`src/rtl/rio_credit_pkg.sv`:
```
// Shared constants and credit word helpers for the RIO/GTP link credit engine.
// Word layout: [CW-1] even parity, [CW-2 -: VC_W] VC index + 1, [PTR_W-1:0] pointer.
package rio_credit_pkg;

  localparam logic [1:0] ST_IDLE  = 2'd0;
  localparam logic [1:0] ST_SEND  = 2'd1;
  localparam logic [1:0] ST_GUARD = 2'd2;

  function automatic int vc_width(input int num_vc);
    return $clog2(num_vc + 1);
  endfunction

  function automatic int vc_lsb(input int cw, input int vc_w);
    return cw - 1 - vc_w;
  endfunction

  function automatic logic [31:0] credit_encode(input int cw, input int vc_w, input int ptr_w,
                                                input int vc, input int ptr);
    logic [31:0] w;
    logic [31:0] ptr_mask;
    ptr_mask  = (32'd1 << ptr_w) - 32'd1;
    w         = (32'(vc + 1) << vc_lsb(cw, vc_w)) | (32'(ptr) & ptr_mask);
    w[cw - 1] = ^w;
    return w;
  endfunction

  // True when the word is a usable credit: parity, VC range, pointer range, reserved bits clear.
  function automatic logic credit_check(input logic [31:0] w, input int cw, input int vc_w,
                                        input int ptr_w, input int num_vc, input int fifo_size);
    logic [31:0] ptr_mask;
    logic [31:0] vc_mask;
    logic [31:0] used_mask;
    logic [31:0] field;
    logic [31:0] ptr;
    ptr_mask  = (32'd1 << ptr_w) - 32'd1;
    vc_mask   = ((32'd1 << vc_w) - 32'd1) << vc_lsb(cw, vc_w);
    used_mask = ptr_mask | vc_mask | (32'd1 << (cw - 1));
    field     = (w & vc_mask) >> vc_lsb(cw, vc_w);
    ptr       = w & ptr_mask;
    return (^w == 1'b0) && (field >= 32'd1) && (field <= 32'(num_vc)) &&
           (ptr < 32'(fifo_size)) && ((w & ~used_mask) == 32'd0);
  endfunction

endpackage

```
`src/rtl/rio_credit_rr_arb.sv`:
```
// Round-robin arbiter over N requesters; search starts one past the last grant.
module rio_credit_rr_arb #(
  parameter int N     = 3,
  parameter int IDX_W = 2
) (
  input  logic             clk,
  input  logic             rst_n,
  input  logic [N-1:0]     req_i,
  input  logic             update_i,
  output logic             gnt_valid_o,
  output logic [IDX_W-1:0] gnt_idx_o
);

  logic [IDX_W-1:0] last_q;

  // Walk from farthest to nearest so the nearest requester overwrites earlier picks.
  always_comb begin
    gnt_valid_o = 1'b0;
    gnt_idx_o   = last_q;
    for (int i = N; i >= 1; i--) begin
      if (req_i[(int'(last_q) + i) % N]) begin
        gnt_valid_o = 1'b1;
        gnt_idx_o   = IDX_W'((int'(last_q) + i) % N);
      end
    end
  end

  always_ff @(posedge clk or negedge rst_n) begin
    if (!rst_n) begin
      last_q <= IDX_W'(N - 1);
    end else if (update_i && gnt_valid_o) begin
      last_q <= gnt_idx_o;
    end
  end

endmodule

```
`src/rtl/rio_link_credits_nvc.sv`:
```
// N-VC link credit engine: remote FIFO occupancy/xoff tracking and outgoing credit generation.
// Optional rejected-credit counter is built when RIO_CREDIT_ERRCNT_EN is defined.
module rio_link_credits_nvc
  import rio_credit_pkg::*;
#(
  parameter int NUM_VC         = 3,
  parameter int FIFO_SIZE      = 6,
  parameter int PTR_W          = 3,
  parameter int FULL_THRESHOLD = 4,
  parameter int CREDIT_WIDTH   = 16,
  parameter int RETX_PERIOD    = 65536,
  parameter int GUARD_CYCLES   = 3
) (
  input  logic                    clk,
  input  logic                    rst_n,
  input  logic [NUM_VC-1:0]       i_enq,
  input  logic [CREDIT_WIDTH-1:0] i_ds_credit,
  input  logic                    i_ds_credit_valid,
  input  logic [NUM_VC-1:0]       i_deq,
`ifdef RIO_CREDIT_ERRCNT_EN
  input  logic                    i_err_cnt_clr,
  output logic [15:0]             o_ds_credit_err_cnt,
`endif
  output logic [CREDIT_WIDTH-1:0] o_us_credit,
  output logic                    o_us_credit_valid,
  input  logic                    i_us_credit_accept,
  output logic [NUM_VC-1:0]       o_local_xoff,
  output logic                    o_ds_credit_err
);

  localparam int VC_W  = vc_width(NUM_VC);
  localparam int VC_LO = vc_lsb(CREDIT_WIDTH, VC_W);
  localparam int IDX_W = (NUM_VC > 1) ? $clog2(NUM_VC) : 1;
  localparam logic [PTR_W-1:0] PTR_LAST = PTR_W'(FIFO_SIZE - 1);
  localparam logic [PTR_W:0]   FIFO_SZ  = (PTR_W + 1)'(FIFO_SIZE);
  localparam logic [PTR_W:0]   FULL_TH  = (PTR_W + 1)'(FULL_THRESHOLD);
  localparam int GC_W = (GUARD_CYCLES > 1) ? $clog2(GUARD_CYCLES) : 1;
  localparam logic [GC_W-1:0] GC_LAST = GC_W'((GUARD_CYCLES > 0) ? GUARD_CYCLES - 1 : 0);

  logic              ds_ok, ds_acc, ds_bad, err_q;
  logic [VC_W-1:0]   ds_vc_field;
  logic [PTR_W-1:0]  ds_ptr;
  logic [PTR_W-1:0]  us_tail [NUM_VC];
  logic [NUM_VC-1:0] xoff_w, pend_w;
  logic              tick, gnt_valid, grant_fire;
  logic [IDX_W-1:0]  gnt_idx;

  assign ds_ok       = credit_check(32'(i_ds_credit), CREDIT_WIDTH, VC_W, PTR_W, NUM_VC, FIFO_SIZE);
  assign ds_vc_field = i_ds_credit[VC_LO +: VC_W];
  assign ds_ptr      = i_ds_credit[PTR_W-1:0];
  assign ds_acc      = i_ds_credit_valid & ds_ok;
  assign ds_bad      = i_ds_credit_valid & ~ds_ok;

  for (genvar v = 0; v < NUM_VC; v++) begin : g_vc
    logic [PTR_W-1:0] head_q, head_d, tail_q, tail_d, ust_q, ust_d;
    logic [PTR_W:0]   occ_q, occ_d;
    logic             xoff_q, pend_q, pend_d;

    always_comb begin
      head_d = head_q;
      if (i_enq[v]) head_d = (head_q == PTR_LAST) ? '0 : head_q + PTR_W'(1);
      tail_d = tail_q;
      if (ds_acc && ds_vc_field == VC_W'(v + 1)) tail_d = ds_ptr;
      ust_d = ust_q;
      if (i_deq[v]) ust_d = (ust_q == PTR_LAST) ? '0 : ust_q + PTR_W'(1);
      occ_d = (head_q >= tail_q) ? ({1'b0, head_q} - {1'b0, tail_q})
                                 : (FIFO_SZ + {1'b0, head_q} - {1'b0, tail_q});
      // A new dequeue or retransmit tick outranks the grant clearing this VC.
      pend_d = pend_q;
      if (grant_fire && gnt_idx == IDX_W'(v)) pend_d = 1'b0;
      if (i_deq[v] || tick) pend_d = 1'b1;
    end

    always_ff @(posedge clk or negedge rst_n) begin
      if (!rst_n) begin
        head_q <= '0;
        tail_q <= '0;
        ust_q  <= '0;
        occ_q  <= '0;
        xoff_q <= 1'b1;
        pend_q <= 1'b0;
      end else begin
        head_q <= head_d;
        tail_q <= tail_d;
        ust_q  <= ust_d;
        occ_q  <= occ_d;
        xoff_q <= (occ_q > FULL_TH);
        pend_q <= pend_d;
      end
    end

    assign us_tail[v] = ust_q;
    assign xoff_w[v]  = xoff_q;
    assign pend_w[v]  = pend_q;
  end

  assign o_local_xoff = xoff_w;

  if (RETX_PERIOD > 0) begin : g_retx
    localparam int RC_W = (RETX_PERIOD > 1) ? $clog2(RETX_PERIOD) : 1;
    localparam logic [RC_W-1:0] RC_LAST = RC_W'(RETX_PERIOD - 1);
    logic [RC_W-1:0] cnt_q;
    always_ff @(posedge clk or negedge rst_n) begin
      if (!rst_n)                cnt_q <= '0;
      else if (cnt_q == RC_LAST) cnt_q <= '0;
      else                       cnt_q <= cnt_q + RC_W'(1);
    end
    assign tick = (cnt_q == RC_LAST);
  end else begin : g_no_retx
    assign tick = 1'b0;
  end

  rio_credit_rr_arb #(.N(NUM_VC), .IDX_W(IDX_W)) u_arb (
    .clk        (clk),
    .rst_n      (rst_n),
    .req_i      (pend_w),
    .update_i   (grant_fire),
    .gnt_valid_o(gnt_valid),
    .gnt_idx_o  (gnt_idx)
  );

  // Handshake: o_us_credit is held stable while valid; a transfer happens on valid && accept.
  logic [1:0]              state_q, state_d;
  logic [CREDIT_WIDTH-1:0] out_q, out_d;
  logic [GC_W-1:0]         gcnt_q, gcnt_d;

  assign grant_fire = (state_q == ST_IDLE) && gnt_valid;

  always_comb begin
    state_d = state_q;
    out_d   = out_q;
    gcnt_d  = gcnt_q;
    case (state_q)
      ST_IDLE: begin
        if (gnt_valid) begin
          out_d   = CREDIT_WIDTH'(credit_encode(CREDIT_WIDTH, VC_W, PTR_W, int'(gnt_idx),
                                                int'(us_tail[gnt_idx])));
          state_d = ST_SEND;
        end
      end
      ST_SEND: begin
        if (i_us_credit_accept) begin
          out_d   = '0;
          gcnt_d  = '0;
          state_d = (GUARD_CYCLES > 0) ? ST_GUARD : ST_IDLE;
        end
      end
      ST_GUARD: begin
        if (gcnt_q == GC_LAST) state_d = ST_IDLE;
        else                   gcnt_d  = gcnt_q + GC_W'(1);
      end
      default: state_d = ST_IDLE;
    endcase
  end

  always_ff @(posedge clk or negedge rst_n) begin
    if (!rst_n) begin
      state_q <= ST_IDLE;
      out_q   <= '0;
      gcnt_q  <= '0;
      err_q   <= 1'b0;
    end else begin
      state_q <= state_d;
      out_q   <= out_d;
      gcnt_q  <= gcnt_d;
      err_q   <= ds_bad;
    end
  end

  assign o_us_credit_valid = (state_q == ST_SEND);
  assign o_us_credit       = o_us_credit_valid ? out_q : '0;
  assign o_ds_credit_err   = err_q;

`ifdef RIO_CREDIT_ERRCNT_EN
  logic [15:0] errcnt_q;
  always_ff @(posedge clk or negedge rst_n) begin
    if (!rst_n)                               errcnt_q <= '0;
    else if (i_err_cnt_clr)                   errcnt_q <= '0;
    else if (ds_bad && errcnt_q != 16'hFFFF)  errcnt_q <= errcnt_q + 16'd1;
  end
  assign o_ds_credit_err_cnt = errcnt_q;
`endif

endmodule

```
`config.mk`:
```
export PLATFORM = sky130hd
export DESIGN_NAME = rio_link_credits_nvc
export DESIGN_NICKNAME = d
export VERILOG_FILES = /design/src/rtl/rio_credit_pkg.sv /design/src/rtl/rio_credit_rr_arb.sv /design/src/rtl/rio_link_credits_nvc.sv
export SDC_FILE = /design/constraint.sdc
export NUM_CORES = 1
export LEC_CHECK = 0
export ABC_AREA = 1
export BUFFER_PORTS_ARGS = -buffer_cell sky130_fd_sc_hd__buf_2
export CAP_MARGIN = 20
export CELL_PAD_IN_SITES_DETAIL_PLACEMENT = 1
export CELL_PAD_IN_SITES_GLOBAL_PLACEMENT = 2
export CORE_ASPECT_RATIO = 1.4
export CORE_MARGIN = 2
export CORE_UTILIZATION = 35
export DETAILED_ROUTE_END_ITERATION = 8
export PLACE_DENSITY = 0.87
export SKIP_LAST_GASP = 1
export SYNTH_ARGS = -nofsm -noshare
export SYNTH_HDL_FRONTEND = slang
export SYNTH_SLANG_ARGS = --single-unit
```
`constraint.sdc`:
```
create_clock -name clk -period 3 [get_ports clk]
set_input_delay 0.45 -clock clk [delete_from_list [all_inputs] [get_ports clk]]
set_output_delay 0.45 -clock clk [all_outputs]
set_load 0.1 [all_outputs]
```
==> metrics.cfg, run 1 <==
[status]
status = completed

[synth]
syn_inst = 542
syn-cell-area_um2 = 4560
synth_seq_area_share_pct = 40.7
synth_cell_types = 40
yosysWarningCount = 0
ys_ff_latch = 74
syn_area_per_cell_um2 = 8.42

[placed_design]
gp_congestion = 0.805
place_hpwl_um = 7390
port_buffers = 36

[worst_setup_path]
required_ns = 3.22
startpoint_type = flop
critPathBufInv = 6
worstPathArrival_ns = 2.70
crit_type = reg -> reg
critPathSlowestCell = dfrtp_1
crit_fanout = 12
crit_path_cell_trace = inv_1 -> ha_1 -> inv_2 -> nand2_1 -> nand3_2 -> nand2_2 -> nand2_1 -> inv_2 -> nand2_4 -> nand2_4 -> inv_1 -> ha_1 -> inv_1 -> nand3_1 -> nand2_1 -> inv_1 -> nand2_1 -> nand2_1 -> nand2_1 -> nand2_1
ff2ff_setup_slack_ns = 0.52
crit_family = simple AND/OR/NAND/NOR gates
crit_top_cell = nand2_1
slowest_delay_ns = 0.41
setup.worst_path.end_class = flop

[drt]
viasPerCell = 4.71
vias = 3482
first_pass_iters = 4
wire_per_inst_um = 12.6
ant_nets = 0
drc_errors = 0
first_iter_violations = 38
routed_wl_um = 9300

[floorplanning]
die_x_um = 100
start_util_pct = 35.6
num_io_pins = 47
rows = 49
coreArea_um2 = 12800
die_y_um = 139
die_area_um2 = 14000

[cts]
hold_buffers = 0
clk_pin_slew_ns = 0.05
cts_tree = done
root_buffer = clkbuf_16
numClockSinks = 74
cts_buffer_depth = 2
post_cts_resized = 0
cts_setup_buffers = 0
cts_buffers = 9
htree_levels = 3
clk_latency_ns = 0.33

[global_route]
grt_pass1_vias = 3813
grt_pass1_wl_um = 16300
grt_max_degree = 75
grt_overflow = 0
antenna_found_initial = 0
track_usage_pct = 14.5

[sta]
maxSlewViolCount = 0
setup_viol = 0
tightest_slew_ns = 0.947
skew_ns = 0.00565
fin_crit_ns = 2.48
slew_headroom_pct = 36.9
final.setup.tns_ns = 0
rsz0062_at_grt = no
max_freq_mhz = 403
hold_ws_ns = 0.240
finalCritPeriodShare_pct = 82.8
hold_violations = 0

[final_layout]
num_antenna_cells = 0
seq_area_um2 = 1860
syn2layout_area_growth_pct = 12.2
final_nets = 648
layout-drive-gt1-share_pct = 15.7
multi_input_area_um2 = 2190
nFillCells = 1561
utilization_pct = 39.9

[pwr]
finalPower_mw = 5.46
intPower_mw = 2.85
power_frac_comb_pct = 54.3
leakagePower_nw = 2.67
switchingPower_mw = 2.61
netSwitchingFraction_pct = 47.8
clockPowerShare_pct = 17.9
seq_power_share_pct = 27.8
cellPowerDensity_nw_per_um2 = 1070
vdd.ir_drop.worst_mv = 0.370

[hold_path]
min_path_type = in -> async

[run]
drv_cap = 0

==> power by group through the flow <==
stage               clock (mW)  sequential, mW  combinational (mW)
finish                   0.978            1.52                2.97
global route              1.05            1.56                3.39
CTS                       1.01            1.53                3.03
detailed placement           0            1.54                3.01
global placement             0            1.53                2.91
floorplan                    0            1.50                2.52
==> layer usage <==
| layer | routed length (um) | part of all wire (%) | GRT usage, % | up-vias |
|---|---|---|---|---|
| met2 | 5380 | 58 | 28.8 | 47 |
| li1 | - | - | - | 1737 |
| met4 | 155 | 1.7 | 5.34 | 0 |
| met3 | 261 | 2.8 | 2.52 | 14 |
| met1 | 3510 | 38 | 14.5 | 1684 |
| met5 | 0 | 0 | 0 | - |
==> logic make-up after synthesis <==
family / Yosys count / synth area share, %
compound gates: 75 / 8.83
xor+xnor: 27 / 5.18
fa+ha+maj: 39 / 12.2
buf+inv: 128 / 12.0
flops: 74 / 40.7
other cells: 1 / 0.0822
simple gates: 198 / 21.0
==> layout make-up <==
cell class / instances / share of cell area [%]
Sequential cell: 74 / 36.3
Timing Repair Buffer: 36 / 3.57
Clock buffer: 15 / 5.23
Tap cell: 153 / 3.74
Multi-Input combinational cell: 349 / 42.8
Inverter: 113 / 8.34
==> final timing paths <==
path	cells after the start	to	startpoint
max	20	out_q[15]	u_arb.last_q[0]
min	1	g_vc[0].pend_q	rst_n
max reg2reg	20	out_q[15]	u_arb.last_q[0]
min reg2reg	2	g_vc[1].xoff_q	g_vc[1].occ_q[3]
max in group asynchronous	1	state_q[0]	rst_n
min in group clk	2	g_vc[1].head_q[0]	i_enq[1]
==> cells in the final DEF (no fill, tap or decap), drive strengths merged <==
cell / count
a21oi: 34
o2111ai: 1
buf: 36
fa: 9
conb: 10
xor2: 21
ha: 30
or2: 1
dfrtp: 70
nand3: 36
nor4: 2
a32o: 1
o22a: 1
xnor2: 6
o21ai: 35
nand4: 2
clkbuf: 15
nor3b: 1
dfstp: 4
o22ai: 1
nand3b: 2
inv: 113
nor3: 7
o21a: 1
nand2: 123
a221oi: 1
nor2: 24
==> cell usage after synthesis, drive strengths merged <==
| library cell | count | area, um2 |
|---|---|---|
| a21oi | 34 | 170 |
| a221oi | 1 | 8.76 |
| a32o | 1 | 10.0 |
| buf | 14 | 118 |
| clkbuf | 1 | 3.75 |
| conb | 1 | 3.75 |
| dfrtp | 70 | 1750 |
| dfstp | 4 | 105 |
| fa | 9 | 180 |
| ha | 30 | 375 |
| inv | 113 | 427 |
| nand2 | 123 | 523 |
| nand3 | 36 | 210 |
| nand3b | 2 | 15.0 |
| nand4 | 2 | 12.5 |
| nor2 | 24 | 115 |
| nor3 | 7 | 50.1 |
| nor3b | 1 | 7.51 |
| nor4 | 2 | 18.8 |
| o2111ai | 1 | 8.76 |
| o21a | 1 | 7.51 |
| o21ai | 35 | 183 |
| o22a | 1 | 8.76 |
| o22ai | 1 | 6.26 |
| or2 | 1 | 6.26 |
| xnor2 | 6 | 52.6 |
| xor2 | 21 | 184 |
==> registers in the layout, summed over array words and instances, names as in the netlist <==
signal,cells
g_vc.occ_q,12
u_arb.last_q,2
o_ds_credit_err,1
g_vc.tail_q,9
state_q,2
g_vc.pend_q,3
g_retx.cnt_q,16
out_q,6
g_vc.head_q,9
g_vc.xoff_q,3
g_vc.ust_q,9
gcnt_q,2
==> through the flow <==
| stage | cell area (um2) | worst slack (ns) | std cells |
|---|---|---|---|
| floorplan | 4600 | 0.338 | 551 |
| global placement | 4850 | 0.695 | 725 |
| detailed placement | 4850 | 0.537 | 725 |
| CTS | 5120 | 0.522 | 740 |
| global route | 5120 | 0.254 | 740 |
| finish | 5120 | 0.516 | 740 |
(Power assumes the default switching activity.)
==> run 2, diff against run 1 <==
--- a/config.mk
+++ b/config.mk
@@ -5,7 +5,7 @@
 export SDC_FILE = /design/constraint.sdc
 export NUM_CORES = 1
 export LEC_CHECK = 0
-export ABC_AREA = 1
+export ABC_AREA = 0
 export BUFFER_PORTS_ARGS = -buffer_cell sky130_fd_sc_hd__buf_2
 export CAP_MARGIN = 20
 export CELL_PAD_IN_SITES_DETAIL_PLACEMENT = 1
@@ -14,7 +14,7 @@
 export CORE_MARGIN = 2
 export CORE_UTILIZATION = 35
 export DETAILED_ROUTE_END_ITERATION = 8
-export PLACE_DENSITY = 0.87
+export PLACE_DENSITY = 0.83
 export SKIP_LAST_GASP = 1
 export SYNTH_ARGS = -nofsm -noshare
 export SYNTH_HDL_FRONTEND = slang
==> constraint.sdc (replaced) <==
create_clock -name clk -period 2.5 [get_ports clk]
set_input_delay 0.375 -clock clk [delete_from_list [all_inputs] [get_ports clk]]
set_output_delay 0.375 -clock clk [all_outputs]
set_load 0.1 [all_outputs]
==> metrics.cfg, run 2 <==
[final_layout]
top_regs = g_retx.cnt_q x16, g_vc.occ_q x12
num_antenna_cells = 0  ; unchanged
final_nets = 525  ; -19%
design_area_um2 = 4990  ; -2.4%
largest_reg_flops = 16  ; unchanged
layout-drive-gt1-share_pct = 21.1  ; +5.4 points
syn2layout_area_growth_pct = 16.9
final_common_cell = dfrtp_1
layout.cells.non_filler = 611  ; -17%
layout_common_cells = dfrtp_1 (70), inv_1 (38), nand2_1 (37)
largest-register = g_retx.cnt_q

[drt]
wire_per_inst_um = 14.1  ; +12%
first_iter_violations = 77  ; +100%
viasPerCell = 4.90  ; +4.2%
drc_errors = 0  ; unchanged
routed_wl_um = 8630  ; -7.2%
vias = 2996  ; -14%
ant_nets = 0  ; unchanged
first_pass_iters = 4  ; unchanged

[cts]
numClockSinks = 74  ; unchanged
cts_tree = done
hold_buffers = 0  ; unchanged
clk_latency_ns = 0.33  ; about the same
htree_levels = 3  ; unchanged
clk_pin_slew_ns = 0.06  ; about the same
cts_buffer_depth = 2  ; unchanged
root_buffer = clkbuf_16
cts_buffers = 9  ; unchanged

[floorplanning]
die_area_um2 = 13100  ; -6.2%
die_x_um = 97.4  ; -3.1%
rows = 47  ; -4.1%
start_util_pct = 35.9  ; +0.35 points
die_y_um = 135  ; -3.2%
num_io_pins = 47  ; unchanged
coreArea_um2 = 11900  ; -7.3%

[synth]
synthDominantCellAreaShare_pct = 41.0  ; +2.6 points
synth_cell_types = 53  ; +33%
synth_seq_area_share_pct = 43.5  ; +2.8 points
ys_ff_latch = 74  ; unchanged
syn-cell-area_um2 = 4270  ; -6.4%
ys_async_sr_fraction_pct = 100  ; unchanged
yosysTopAreaCell = dfrtp_1
yosysWarningCount = 0  ; unchanged
synth.top_cells.by_area = dfrtp_1 (41%), ha_1 (8.8%), xnor2_1 (4.5%)
syn_inst = 411  ; -24%
synth_common_cells = dfrtp_1 (70), inv_1 (39), nand2_1 (37), ha_1 (30), o21ai_0 (28)
ys.flop_type = dfrtp_1
synth_most_common_cell = dfrtp_1
synth-edff-count = 0  ; unchanged
syn_area_per_cell_um2 = 10.4  ; +23%

[worst_setup_path]
crit_path_cell_trace = ha_4 -> mux2i_4 -> nand2_1 -> a311oi_2 -> a211o_1 -> inv_1 -> ha_1 -> xor3_1 -> o21ai_2
reg2reg_to = out_q[15]
ff2ff_setup_slack_ns = 0.09  ; -0.43 ns
ff2ff_path_depth = 9  ; -55%
setup.worst_path.end_class = flop
critPathSlowestCell = dfstp_2
crit_fanout = 5  ; -7
slowest_delay_ns = 0.58  ; +0.17 ns
r2r-start = u_arb.last_q[1]
required_ns = 2.76  ; -0.46 ns
startpoint_type = flop
crit_type = reg -> reg
worstPathArrival_ns = 2.67  ; -0.03 ns

[global_route]
grt_pass1_vias = 3293  ; -14%
track_usage_pct = 14.3  ; -0.20 points
grt_overflow = 0  ; unchanged
antenna_found_initial = 0  ; unchanged
grt_pass1_wl_um = 15200  ; -7.2%
grt_max_degree = 75  ; unchanged

[placed_design]
dpl_cell_area_um2 = 4590  ; -5.2%
placedCellCount = 591  ; -18%
gp_congestion = 0.886  ; +10%
port_buffers = 36  ; unchanged
place_hpwl_um = 6530  ; -12%

[sta]
hold_violations = 0  ; unchanged
setup_viol = 0  ; unchanged
tightest_slew_ns = 0.918  ; -0.0294 ns
finalCritPeriodShare_pct = 96.5  ; +14 points
max_freq_mhz = 414  ; +2.9%
skew_ns = 0.00653  ; +0.000879 ns
fin_crit_ns = 2.41  ; -0.0709 ns
maxSlewViolCount = 0  ; unchanged
rsz0062_at_grt = yes
slew_headroom_pct = 38.8  ; +2.0 points

[status]
status = completed

[hold_path]
min_path_type = in -> async

[pwr]
cellPowerDensity_nw_per_um2 = 1280  ; +20%
leakagePower_nw = 2.39  ; -10%
vdd.ir_drop.worst_mv = 0.535  ; +45%

[run]
drv_cap = 0  ; unchanged

## run 2: worst max-delay path, delay by kind of cell, from the launching register on
family | cells | cell delay [ns]
simple gates | 1 | 0.10
fa+ha+maj | 2 | 0.42
flops | 1 | 0.58
mux | 1 | 0.24
xor+xnor | 1 | 0.38
buf+inv | 1 | 0.08
compound gates | 3 | 0.54
## run 2: cells by family (layout without fill, tap and decap cells)
group	Yosys count	in the layout	share of synthesized area, %
AO/OA/AOI/OAI	74	74	11.5
XOR/XNOR	44	44	9.38
adder cells (fa/ha/maj)	39	39	13.0
buffers and inverters	60	104	6.68
flip-flops	74	74	43.5
multiplexers	15	15	3.87
other	1	10	0.0878
AND/OR/NAND/NOR	104	104	12.0
## run 2: timing repair
action | in CTS | in global routing
pin swaps | 1 | 4
buffers inserted | 1 | 4
endpoints found under the setup margin | 1 | 10
resized for setup | 5 | 10
## run 2: routing by layer
metal / global-route usage, % / vias to the layer above / wire length, um
li1: - / 1446 / -
met3: 3.47 / 12 / 278
met4: 5.32 / 0 / 184
met2: 27.4 / 47 / 4860
met5: 0 / - / 0
met1: 15.1 / 1491 / 3310
## run 2: power breakdown
group | switching [mW] | total, mW | internal, mW
logic | 1.85 | 3.19 | 1.34
registers | 0.314 | 1.89 | 1.58
clock network | 0.464 | 1.31 | 0.847
## run 2: worst max-delay path by stage
stage	start	endpoint	slack [ns]	depth (start not counted)
finish	u_arb.last_q[1]	out_q[15]	0.09	9
global route	u_arb.last_q[1]	out_q[15]	-0.07	11
CTS	u_arb.last_q[1]	out_q[15]	0.04	11
detailed placement	u_arb.last_q[1]	out_q[15]	-0.08	10
global placement	u_arb.last_q[1]	out_q[15]	0.06	9
floorplan	u_arb.last_q[1]	out_q[15]	0.02	11
## run 2: final cells by class
type / instances / area, um2
Clock inverter: 2 / 35.0
Multi-Input combinational cell: 286 / 2220
Clock buffer: 13 / 270
Fill cell: 1364 / 6890
Inverter: 42 / 160
Timing Repair Buffer: 47 / 265
Tap cell: 147 / 184
Sequential cell: 74 / 1860
## run 2: metrics by stage
stage / setup WS (ns) / hold WS, ns / setup TNS (ns) / util, % / power (mW)
6_report: 0.0872 / 0.181 / 0 / 42.0 / 6.39
5_1_grt: -0.0685 / 0.242 / -0.100 / 42.0 / 6.91
4_1_cts: 0.0359 / 0.221 / 0 / 41.5 / 6.27
3_5_place_dp: -0.0780 / 0.417 / -0.0780 / 38.7 / 4.82
3_3_place_gp: 0.0600 / 0.416 / 0 / 38.7 / 4.70
2_1_floorplan: 0.0156 / 0.0794 / 0 / - / 4.13
